### src/rtl/div_request_sequencer.sv
// Request/response sequencer wrapped around a 32-cycle iterative unsigned divider.
// Divide-by-zero and dividend < divisor are answered locally. Every other request
// starts the divider and waits for its completion pulse. The result is then held
// until the downstream handshake.
module div_request_sequencer #(
  parameter int DATA_W = 32
) (
  input  logic              i_clk,
  input  logic              i_arst_n,
  input  logic              i_valid,
  output logic              o_ready,
  input  logic [DATA_W-1:0] i_dividend,
  input  logic [DATA_W-1:0] i_divisor,
  output logic              o_valid,
  input  logic              i_ready,
  output logic [DATA_W-1:0] o_quotient,
  output logic [DATA_W-1:0] o_remainder,
  output logic              o_divByZero,
  output logic              o_divStart,
  output logic [DATA_W-1:0] o_divDividend,
  output logic [DATA_W-1:0] o_divDivisor,
  input  logic [DATA_W-1:0] i_divQuotient,
  input  logic [DATA_W-1:0] i_divRemainder,
  input  logic              i_divFinish
);

  typedef enum logic [1:0] {
    IDLE  = 2'd0,
    START = 2'd1,
    WAIT  = 2'd2,
    HOLD  = 2'd3
  } state_e;

  state_e            state_q, state_d;
  logic [DATA_W-1:0] quot_q, quot_d;
  logic [DATA_W-1:0] rem_q, rem_d;
  logic              dbz_q, dbz_d;
  logic [DATA_W-1:0] dvd_q, dvd_d;
  logic [DATA_W-1:0] dvs_q, dvs_d;
  logic              valid_q;
  logic              start_q;

  // Next-state and result/operand capture; everything holds unless a transition updates it.
  always_comb begin
    state_d = state_q;
    quot_d  = quot_q;
    rem_d   = rem_q;
    dbz_d   = dbz_q;
    dvd_d   = dvd_q;
    dvs_d   = dvs_q;
    case (state_q)
      IDLE: begin
        if (i_valid) begin
          if (i_divisor == {DATA_W{1'b0}}) begin
            quot_d  = {DATA_W{1'b1}};
            rem_d   = i_dividend;
            dbz_d   = 1'b1;
            state_d = HOLD;
          end else if (i_dividend < i_divisor) begin
            quot_d  = {DATA_W{1'b0}};
            rem_d   = i_dividend;
            dbz_d   = 1'b0;
            state_d = HOLD;
          end else begin
            dvd_d   = i_dividend;
            dvs_d   = i_divisor;
            state_d = START;
          end
        end else begin
          state_d = IDLE;
        end
      end
      START: begin
        state_d = WAIT;
      end
      WAIT: begin
        // Completion is only honoured here; stray pulses elsewhere are ignored.
        if (i_divFinish) begin
          quot_d  = i_divQuotient;
          rem_d   = i_divRemainder;
          dbz_d   = 1'b0;
          state_d = HOLD;
        end else begin
          state_d = WAIT;
        end
      end
      HOLD: begin
        if (i_ready) begin
          state_d = IDLE;
        end else begin
          state_d = HOLD;
        end
      end
      default: begin
        state_d = IDLE;
      end
    endcase
  end

  // State, result and operand registers; reset aborts any operation in flight.
  always_ff @(posedge i_clk or negedge i_arst_n) begin
    if (!i_arst_n) begin
      state_q <= IDLE;
      quot_q  <= {DATA_W{1'b0}};
      rem_q   <= {DATA_W{1'b0}};
      dbz_q   <= 1'b0;
      dvd_q   <= {DATA_W{1'b0}};
      dvs_q   <= {DATA_W{1'b0}};
      valid_q <= 1'b0;
      start_q <= 1'b0;
    end else begin
      state_q <= state_d;
      quot_q  <= quot_d;
      rem_q   <= rem_d;
      dbz_q   <= dbz_d;
      dvd_q   <= dvd_d;
      dvs_q   <= dvs_d;
      valid_q <= (state_d == HOLD);
      start_q <= (state_d == START);
    end
  end

  // Ready is tied to reset directly so it reads 1 in the first cycle after release.
  assign o_ready       = (state_q == IDLE) && i_arst_n;
  assign o_valid       = valid_q;
  assign o_divStart    = start_q;
  assign o_quotient    = quot_q;
  assign o_remainder   = rem_q;
  assign o_divByZero   = dbz_q;
  assign o_divDividend = dvd_q;
  assign o_divDivisor  = dvs_q;

endmodule

### config.mk
export PLATFORM = sky130hd
export DESIGN_NAME = div_request_sequencer
export DESIGN_NICKNAME = d
export VERILOG_FILES = /design/src/rtl/div_request_sequencer.sv
export SDC_FILE = /design/constraint.sdc
export NUM_CORES = 1
export LEC_CHECK = 0
export CORE_ASPECT_RATIO = 0.8
export CORE_UTILIZATION = 47
export DETAILED_ROUTE_END_ITERATION = 12
export HOLD_SLACK_MARGIN = 0.05
export PLACE_DENSITY = 0.87
export SLEW_MARGIN = 20
export SYNTH_ARGS = -nofsm -noshare
export SYNTH_HDL_FRONTEND = slang
export SYNTH_SLANG_ARGS = --single-unit
### constraint.sdc
create_clock -name i_clk -period 2.89 [get_ports i_clk]
set_input_delay 0.7225 -clock i_clk [delete_from_list [all_inputs] [get_ports i_clk]]
set_output_delay 0.7225 -clock i_clk [all_outputs]
set_load 0.005 [all_outputs]
==> Word level (Yosys, flattened, before mapping) <==
Index checks and enable logic that the tools add are counted.
{ "classes": {"div": 0, "muxes": 21, "eq_ne": 8, "order_cmp": 1, "add_sub_neg": 0, "multipliers": 0, "shift": 0, "n_bitwise": 2, "n_reduce_logical": 6} }
{ "op_table": {"columns": ["op", "n"], "rows": [
  ["32-bit two-way mux", 8],
  ["32-bit one-hot mux with 2 select lines", 2],
  ["32-bit logical NOT", 1],
  ["32-bit < comparator", 1],
  ["2-bit two-way mux", 4],
  ["2-bit one-hot mux with 4 select lines", 1],
  ["4-bit AND reduction", 2],
  ["2-bit == test (second input constant)", 3],
  ["1-bit two-way mux", 5],
  ["2-bit by 1-bit == test with 1-bit output (second input constant)", 2],
  ["2-bit inequality test (second input constant)", 2],
  ["3-bit inequality test (second input constant)", 1],
  ["2-bit logical NOT", 1],
  ["1-bit NOT", 2],
  ["1-bit one-hot mux with 2 select lines", 1],
  ["2-bit nonzero test", 1],
  ["1-bit logical AND", 1]
]} }
{ "word_totals": {"memories": 0, "elab_cells": 46, "input_bits": 133, "out_inout_bits": 132, "rom_bits": 0, "ram_bits": 0, "latchBits": 0, "ff_bits": 133} }

==> Depth between registers and ports, before layout <==
Gate-level depths: netlist of the first run.
{ "depth": {"word_depth": 6, "ltp_mapped": 10, "depth_no_buf": 8} }

==> Worst setup path before layout of the first run <==
No wires, ideal clock.
{ "synth_timing": {"kind": "input-to-reg", "startpoint": "in i_divisor[29]", "endpoint": "reg quot_q[21] (netlist: o_quotient[21])", "setup_time_ps": 123, "t_arrival_ps": 2611, "path_slack_ps": 156, "path_stages": 10, "required_time_ps": 2767, "path_buffers": 2, "cell_sequence": "inv_1 ha_1 a211oi_1 o211ai_1 a22oi_1 o211ai_1 or4_1 clkbuf_2 buf_6 o221a_2"} }
{ "synth_via": {"elab_chain_cells": 4, "elab_cells_between_ends": 7, "cone_classes": "order compare (1); eq/ne (1); mux (3); reduce/logical (2)"} }
{ "synth_lines": {"columns": ["element", "line_no", "text"], "rows": [
  ["start: declaration", "13", "input logic [DATA_W-1:0] i_divisor,"],
  ["parallel branches: the longest is 4 deep, another holds 32-bit < comparator", null, null],
  ["end signal: assignment", "104", "quot_q <= {DATA_W{1'b0}};"],
  ["end signal: assignment", "113", "quot_q <= quot_d;"],
  ["end: declaration", "35", "logic [DATA_W-1:0] quot_q, quot_d;"]
]} }
Parallel ways; which one is timed is not known. The select of a mux whose other input is x is not followed.
A chain may end at the register's enable or synchronous reset.

==> Worst setup path after layout of the first run <==
{ "layout_timing": {"startpoint": "in i_dividend[31]", "endpoint": "reg quot_q[3] (netlist: o_quotient[3])"} }
{ "layout_via": {"elab_chain_cells": 3} }
{ "layout_lines": {"columns": ["element", "line_no", "text"], "rows": [
  ["start: declaration", "12", "input logic [DATA_W-1:0] i_dividend,"],
  ["32-bit < comparator", "59", "end else if (i_dividend < i_divisor) begin"],
  ["3-bit inequality test (no line)", null, null],
  ["4-bit AND reduction (no line)", null, null]
]} }
No other way between the ends.

==> reports/metrics.yaml, run 1 <==
worst_setup_path:
  cpMaxStageDelayCell: "and4bb_2"
  cp_num_buf_inv: 6
  cp_data_required_time_ps: 3200
  critPathArrivalTime_ps: 3310
  path_depth: 12
  cp_max_fo: 7
  worstSetupPathType: "in2reg"
  critPathLaunchType: "input port"
  slowest_delay_ps: 370
  crit_family: "buffers and inverters"
  rr_worst_depth: 7
  cp_cell_sequence: "dlygate4sd2_1, ha_4, nand4_1, and4bb_2, inv_1, o211ai_1, buf_4, o311ai_4, buf_6, buf_4, buf_12, o221a_2"
  cp_common_cell: "buf_4"
  end_kind: "register"
clocking:
  clock_latency_ps: 430
  postCtsHoldBufs: 0
  clockRootBuffer: "clkbuf_16"
  path_clk_slew_ps: 60
  clock_path_buffers: 2
  cts_tree: "done"
  htreeDepth: 4
  cts.sinks: 133
  numCtsBuffers: 17
power_and_ir_drop:
  ir_worst_vdd_uv: 609
  p_int_mw: 7.24
  swShare_pct: 30.5
  finalPower_mw: 10.4
  p_sw_mw: 3.17
  clkPwrFrac_pct: 19.4
  combPwrFrac_pct: 47.1
  sequentialPowerShare_pct: 33.5
  power_leakage_nw: 4.86
  power-per-cell-area_nw_per_um2: 939
place:
  numPlacedInstances: 961
  io_buffers: 264
  place_hpwl_mm: 14.9
  gp_congestion: 0.842
timing:
  maxSlewHeadroom_pct: 52.5
  period_minus_slack_ps: 3000
  max_freq_mhz: 334
  hold_viol: 0
  period_share_pct: 104
  setup_viol: 127
  drv_slew: 0
  skew_ps: 7.15
  tightest_slew_ps: 712
  fin_ws_ps: -108
floorplan:
  die_h_um: 106
  fp.dieW_um: 132
  coreArea_um2: 13100
  ios: 265
  dieArea_um2: 14100
  floorplan.initialDensity_pct: 49.0
  rows: 37
detailed_routing:
  drc: 0
  routed_wl_mm: 26.7
  wl_per_cell_um: 26.2
  drt_iter0_markers: 482
  first_pass_iters: 5
  vias: 6069
  drtAntennaViolNets: 0
  viasPerCell: 5.96
min_path:
  hold_class: "in2async"
layout:
  multiInputGateArea_um2: 3100
  register_area_um2: 3330
  fin_util_pct: 85.0
  final_cell_mix: "206 x clkdlybuf4s50_1, 133 x dfrtp_1, 86 x buf_4"
  n_fill_cell: 600
  syn_to_final_growth_pct: 73.5
  finalNetCount: 992
  drive_gt1_share_pct: 44.8
  stdcell_count: 1019
  mostFrequentLayoutCell: "clkdlybuf4s50_1"
synth:
  ys_ff_latch: 133
  synth_top_area_share_pct: 52.0
  synthArstFlopShare_pct: 100
  synth_cells: 462
  ys_seq_area_share_pct: 52.0
  synth.area.top_cells: "dfrtp_1 52%, mux2_4 12%, o221a_2 10%"
  synth.largest_area_cell: "dfrtp_1"
  synth_nets: 626
  syn_area_um2: 6400
  synth.distinct_cells: 41
  synth_area_per_cell_um2: 13.8
  yosysWarnings: 0
  synth_ff_type: "dfrtp_1"
  synth-edff-count: 0
outcome:
  violations: "setup timing"
  status: "complete, but fails checks"
global_route:
  antenna_found_initial: 4
  grt_first_pass_wirelength_mm: 35.6
  gr-usage-all-layers_pct: 34.3
  grt_max_degree: 134
  grt_pass1_vias: 6255
  overflow: 0
job:
  max_cap_violations: 0
-- worst paths after layout --
check / slack, ps / start / end
min in group i_clk: 510 / o_divDivisor[14] / o_divDivisor[14]
worst max register to register: 620 / state_q[1] / o_divDivisor[1]
worst min register to register: 510 / o_divDivisor[14] / o_divDivisor[14]
worst min-delay path: 430 / i_arst_n / o_remainder[0]
worst max-delay path: -110 / i_dividend[31] / o_quotient[3]
max in group asynchronous: 1930 / i_arst_n / o_quotient[16]
-- power groups by stage --
stage	Sequential (mW)	Combinational, mW	Clock, mW
detailed placement	3.40	4.35	0
global route	3.56	5.12	2.11
finish	3.49	4.91	2.02
CTS	3.42	4.70	1.98
floorplan	3.36	1.74	0
global placement	3.35	4.19	0
-- synth_stat cells, drive strengths merged, types with 4 or more instances --
library cell,count
nor2,4
o21ai,8
mux2,64
clkbuf,8
inv,34
nand2,11
nor4,9
nand4,5
o221a,64
a21oi,8
dfrtp,133
buf,21
or2,33
ha,31
-- cells by family (layout without fill, tap and decap cells) --
kind of cell | after synthesis | in the layout | share of synthesized area (%)
muxes | 64 | 64 | 14.1
and+or+nand+nor | 77 | 77 | 7.10
other | 0 | 4 | 0
AOI/OAI and AO/OA | 94 | 94 | 14.8
buffers and inverters | 63 | 441 | 5.83
DFF | 133 | 133 | 52.0
adders and majority gates | 31 | 31 | 6.06
-- final cells by class --
cell class,count,area share (%)
antenna,4,0.0902
clock buffer,23,4.40
clock inverter,8,0.462
inverter,34,1.15
multi-input combinational,266,28.0
sequential,133,30.0
tap,175,1.97
timing repair buffer,376,33.9
-- worst reg2reg max path: stages, from the launching register on --
cell and delay (ps):
dfrtp_1 430, nor2_1 290, nand2_1 150, or2_2 340
o21ba_4 250, buf_4 160, buf_12 150, mux2_2 370
-- state kept, by name, summed over array words and instances, names as in the netlist --
signal,cells
o_divStart,1
state_q,2
o_divByZero,1
o_valid,1
o_quotient,32
o_divDivisor,32
o_divDividend,32
o_remainder,32
-- per-stage QoR --
| step | hold WS, ps | cell area [um^2] | setup WS (ps) | setup TNS, ps |
|---|---|---|---|---|
| 2_1_floorplan | 427 | 6400 | 156 | 0 |
| 3_3_place_gp | 492 | 9830 | -907 | -107100 |
| 3_5_place_dp | 492 | 9830 | -957 | -110760 |
| 4_1_cts | 473 | 10900 | -11.4 | -116 |
| 5_1_grt | 481 | 11100 | -132 | -9900 |
| 6_report | 426 | 11100 | -108 | -6630 |
-- per-layer routing --
| layer | wire [um] | up-vias | global-route usage [%] |
|---|---|---|---|
| li1 | - | 2468 | - |
| met2 | 13000 | 430 | 57.4 |
| met1 | 10100 | 3050 | 41.0 |
| met3 | 2230 | 121 | 8.49 |
| met5 | 0 | - | 0 |
| met4 | 1350 | 0 | 18.1 |
-- repair_timing --
action / in CTS / in global routing
gates cloned: 7 / 3
endpoints found under the setup margin: 132 / 129
pin swaps: 18 / 21
buffers inserted: 10 / 5
resized for setup: 113 / 54
Note: power is estimated with default switching activity, not from simulation.
==> inputs of run 2 (changes only) <==
Settings changed: CORE_UTILIZATION 47 to 39, CTS_CLUSTER_DIAMETER from default to 150, PLACE_DENSITY 0.87 to 0.77.
Clock period 2.89 ns to 2.65 ns, I/O delays scaled along.
==> reports/metrics.yaml, run 2 (synthesized netlist as in run 1, its figures left out) <==
clocking:
  clock_latency_ps: 420  # was 430 ps
  htreeDepth: 4  # unchanged
  clockRootBuffer: "clkbuf_16"  # unchanged
  numCtsBuffers: 17  # unchanged
  cts.sinks: 133  # unchanged
  cts_tree: "done"  # unchanged
  path_clk_slew_ps: 60  # about the same
  clock_path_buffers: 2  # unchanged
timing:
  max_freq_mhz: 361
  period_share_pct: 104
  setup_viol: 122  # was 127
  fin_ws_ps: -117  # was -108 ps
  maxSlewHeadroom_pct: 39.0  # was 52.5%
  tightest_slew_ps: 915  # was 712 ps
  rsz0062_at_grt: "true"
  skew_ps: 5.75  # was 7.15 ps
  period_minus_slack_ps: 2770
  hold_viol: 0  # unchanged
  drv_slew: 0  # unchanged
floorplan:
  floorplan.initialDensity_pct: 40.2  # was 49.0%
  rows: 41  # was 37
  coreArea_um2: 15900  # was 13,100 um^2
  dieArea_um2: 16900  # was 14,100 um^2
  fp.dieW_um: 145  # was 132 um
  die_h_um: 117  # was 106 um
  ios: 265  # unchanged
global_route:
  grt_max_degree: 70  # was 134
  grt_pass1_vias: 5968  # was 6,255
  gr-usage-all-layers_pct: 25.9  # was 34.3%
  grt_first_pass_wirelength_mm: 33.2  # was 35.6 mm
  antenna_found_initial: 4  # unchanged
  overflow: 0  # unchanged
place:
  io_buffers: 264  # unchanged
  place_ws_ps: -896  # was -957 ps
  gp_congestion: 0.890  # was 0.842
  numPlacedInstances: 1002  # was 961
  place_hpwl_mm: 14.9  # about the same
worst_setup_path:
  critPathLaunchType: "input port"  # unchanged
  end_kind: "register"  # unchanged
  cp_cell_sequence: "dlygate4sd2_1, ha_4, and4_1, and4bb_2, inv_1, o211ai_1, buf_4, buf_6, o311ai_4, buf_6, buf_6, buf_12, o221a_2"  # was dlygate4sd2_1, ha_4, nand4_1, and4bb_2, inv_1, o211ai_1, buf_4, o311ai_4, buf_6, buf_4, buf_12, o221a_2
  slowest_delay_ps: 300  # was 370 ps
  critPathArrivalTime_ps: 3070  # was 3310 ps
  worstSetupPathType: "in2reg"  # unchanged
  cp_max_fo: 6  # was 7
  cp_common_cell: "buf_6"  # was buf_4
  cpMaxStageDelayCell: "dlygate4sd2_1"  # was and4bb_2
  cp_data_required_time_ps: 2950  # was 3200 ps
outcome:
  violations: "setup timing"  # unchanged
  status: "complete, but fails checks"  # unchanged
layout:
  multiInputGateArea_um2: 3520  # was 3100 um^2
  stdcell_count: 1066  # was 1,019
  finalNetCount: 998  # was 992
  drive_gt1_share_pct: 47.9  # was 44.8%
  register_area_um2: 3330  # unchanged
  mostFrequentLayoutCell: "clkdlybuf4s50_1"  # unchanged
  syn_to_final_growth_pct: 82.3  # was 73.5%
  n_fill_cell: 1015  # was 600
  final_cell_mix: "200 x clkdlybuf4s50_1, 133 x dfrtp_1, 86 x buf_4"  # was 206 x clkdlybuf4s50_1, 133 x dfrtp_1, 86 x buf_4
power_and_ir_drop:
  finalPower_mw: 11.9  # was 10.4 mW
  ir_worst_vdd_uv: 596  # was 609 uV
  power-per-cell-area_nw_per_um2: 1020  # was 939 nW/um^2
  power_leakage_nw: 5.03  # was 4.86 nW
detailed_routing:
  routed_wl_mm: 23.3  # was 26.7 mm
  first_pass_iters: 4  # was 5
  drc: 0  # unchanged
  vias: 5589  # was 6,069
  viasPerCell: 5.24  # was 5.96
  wl_per_cell_um: 21.8  # was 26.2 um
  drtAntennaViolNets: 0  # unchanged
  drt_iter0_markers: 188  # was 482
min_path:
  hold_class: "in2async"  # unchanged
job:
  max_cap_violations: 0  # unchanged
-- run 2: power by group --
group	leakage (nW)	internal, mW	switching, mW
Sequential	1.56	3.05	0.724
Clock	0.287	1.45	0.869
Combinational	3.19	3.98	1.78
-- run 2: final cells by class --
type	count	share of cell area, %
diodes	4	0.0858
clock buffers	23	4.10
clock inverters	9	0.869
inverters	34	1.14
multi-input cells	266	30.2
flip-flops and latches	133	28.5
well taps	215	2.31
repair buffers	382	32.8
-- run 2: per-stage QoR --
step	hold slack [ps]	util, %	TNS (ps)	area, um^2
2_1_floorplan	367	-	0	6400
5_1_grt	525	73.3	-12980	11700
6_report	470	73.3	-7330	11700
3_3_place_gp	492	61.7	-102840	9810
3_5_place_dp	495	61.7	-109240	9810
4_1_cts	506	69.8	-93.7	11100
-- run 2: path summary, 6_finish.rpt --
| path | depth (start not counted) | slack (ps) | startpoint | endpoint |
|---|---|---|---|---|
| worst max-delay path | 13 | -120 | i_dividend[17] | o_quotient[10] |
| worst min-delay path | 2 | 470 | i_arst_n | o_divDivisor[19] |
| worst max register to register | 7 | 600 | state_q[1] | o_divDivisor[30] |
| worst min register to register | 1 | 510 | o_divDivisor[2] | o_divDivisor[2] |
| max in group asynchronous | 2 | 1530 | i_arst_n | o_divDividend[3] |
| min in group i_clk | 1 | 510 | o_divDivisor[2] | o_divDivisor[2] |
-- run 2: critical path, delay by kind of cell --
family                     cells  cell delay, ps
buffers and inverters          7            1030
adders and majority gates      1             290
and+or+nand+nor                2             480
AOI/OAI and AO/OA              3             580
-- run 2: repair_timing --
| action | 4_1_cts | 5_1_grt |
|---|---|---|
| setup endpoints to repair | 132 | 129 |
| setup buffers | 13 | 6 |
| pin swaps | 25 | 39 |
| resized for setup | 210 | 119 |
| cloned | 9 | 5 |
| hold buffers | 0 | 0 |
-- run 2: layer usage --
| metal | vias to the layer above | global-route usage (%) | share of wire, % |
|---|---|---|---|
| met5 | - | 0 | 0 |
| met4 | 0 | 10.7 | 2.4 |
| met3 | 43 | 6.33 | 4.8 |
| met2 | 217 | 42.8 | 48 |
| met1 | 2826 | 33.1 | 44 |
| li1 | 2503 | - | - |
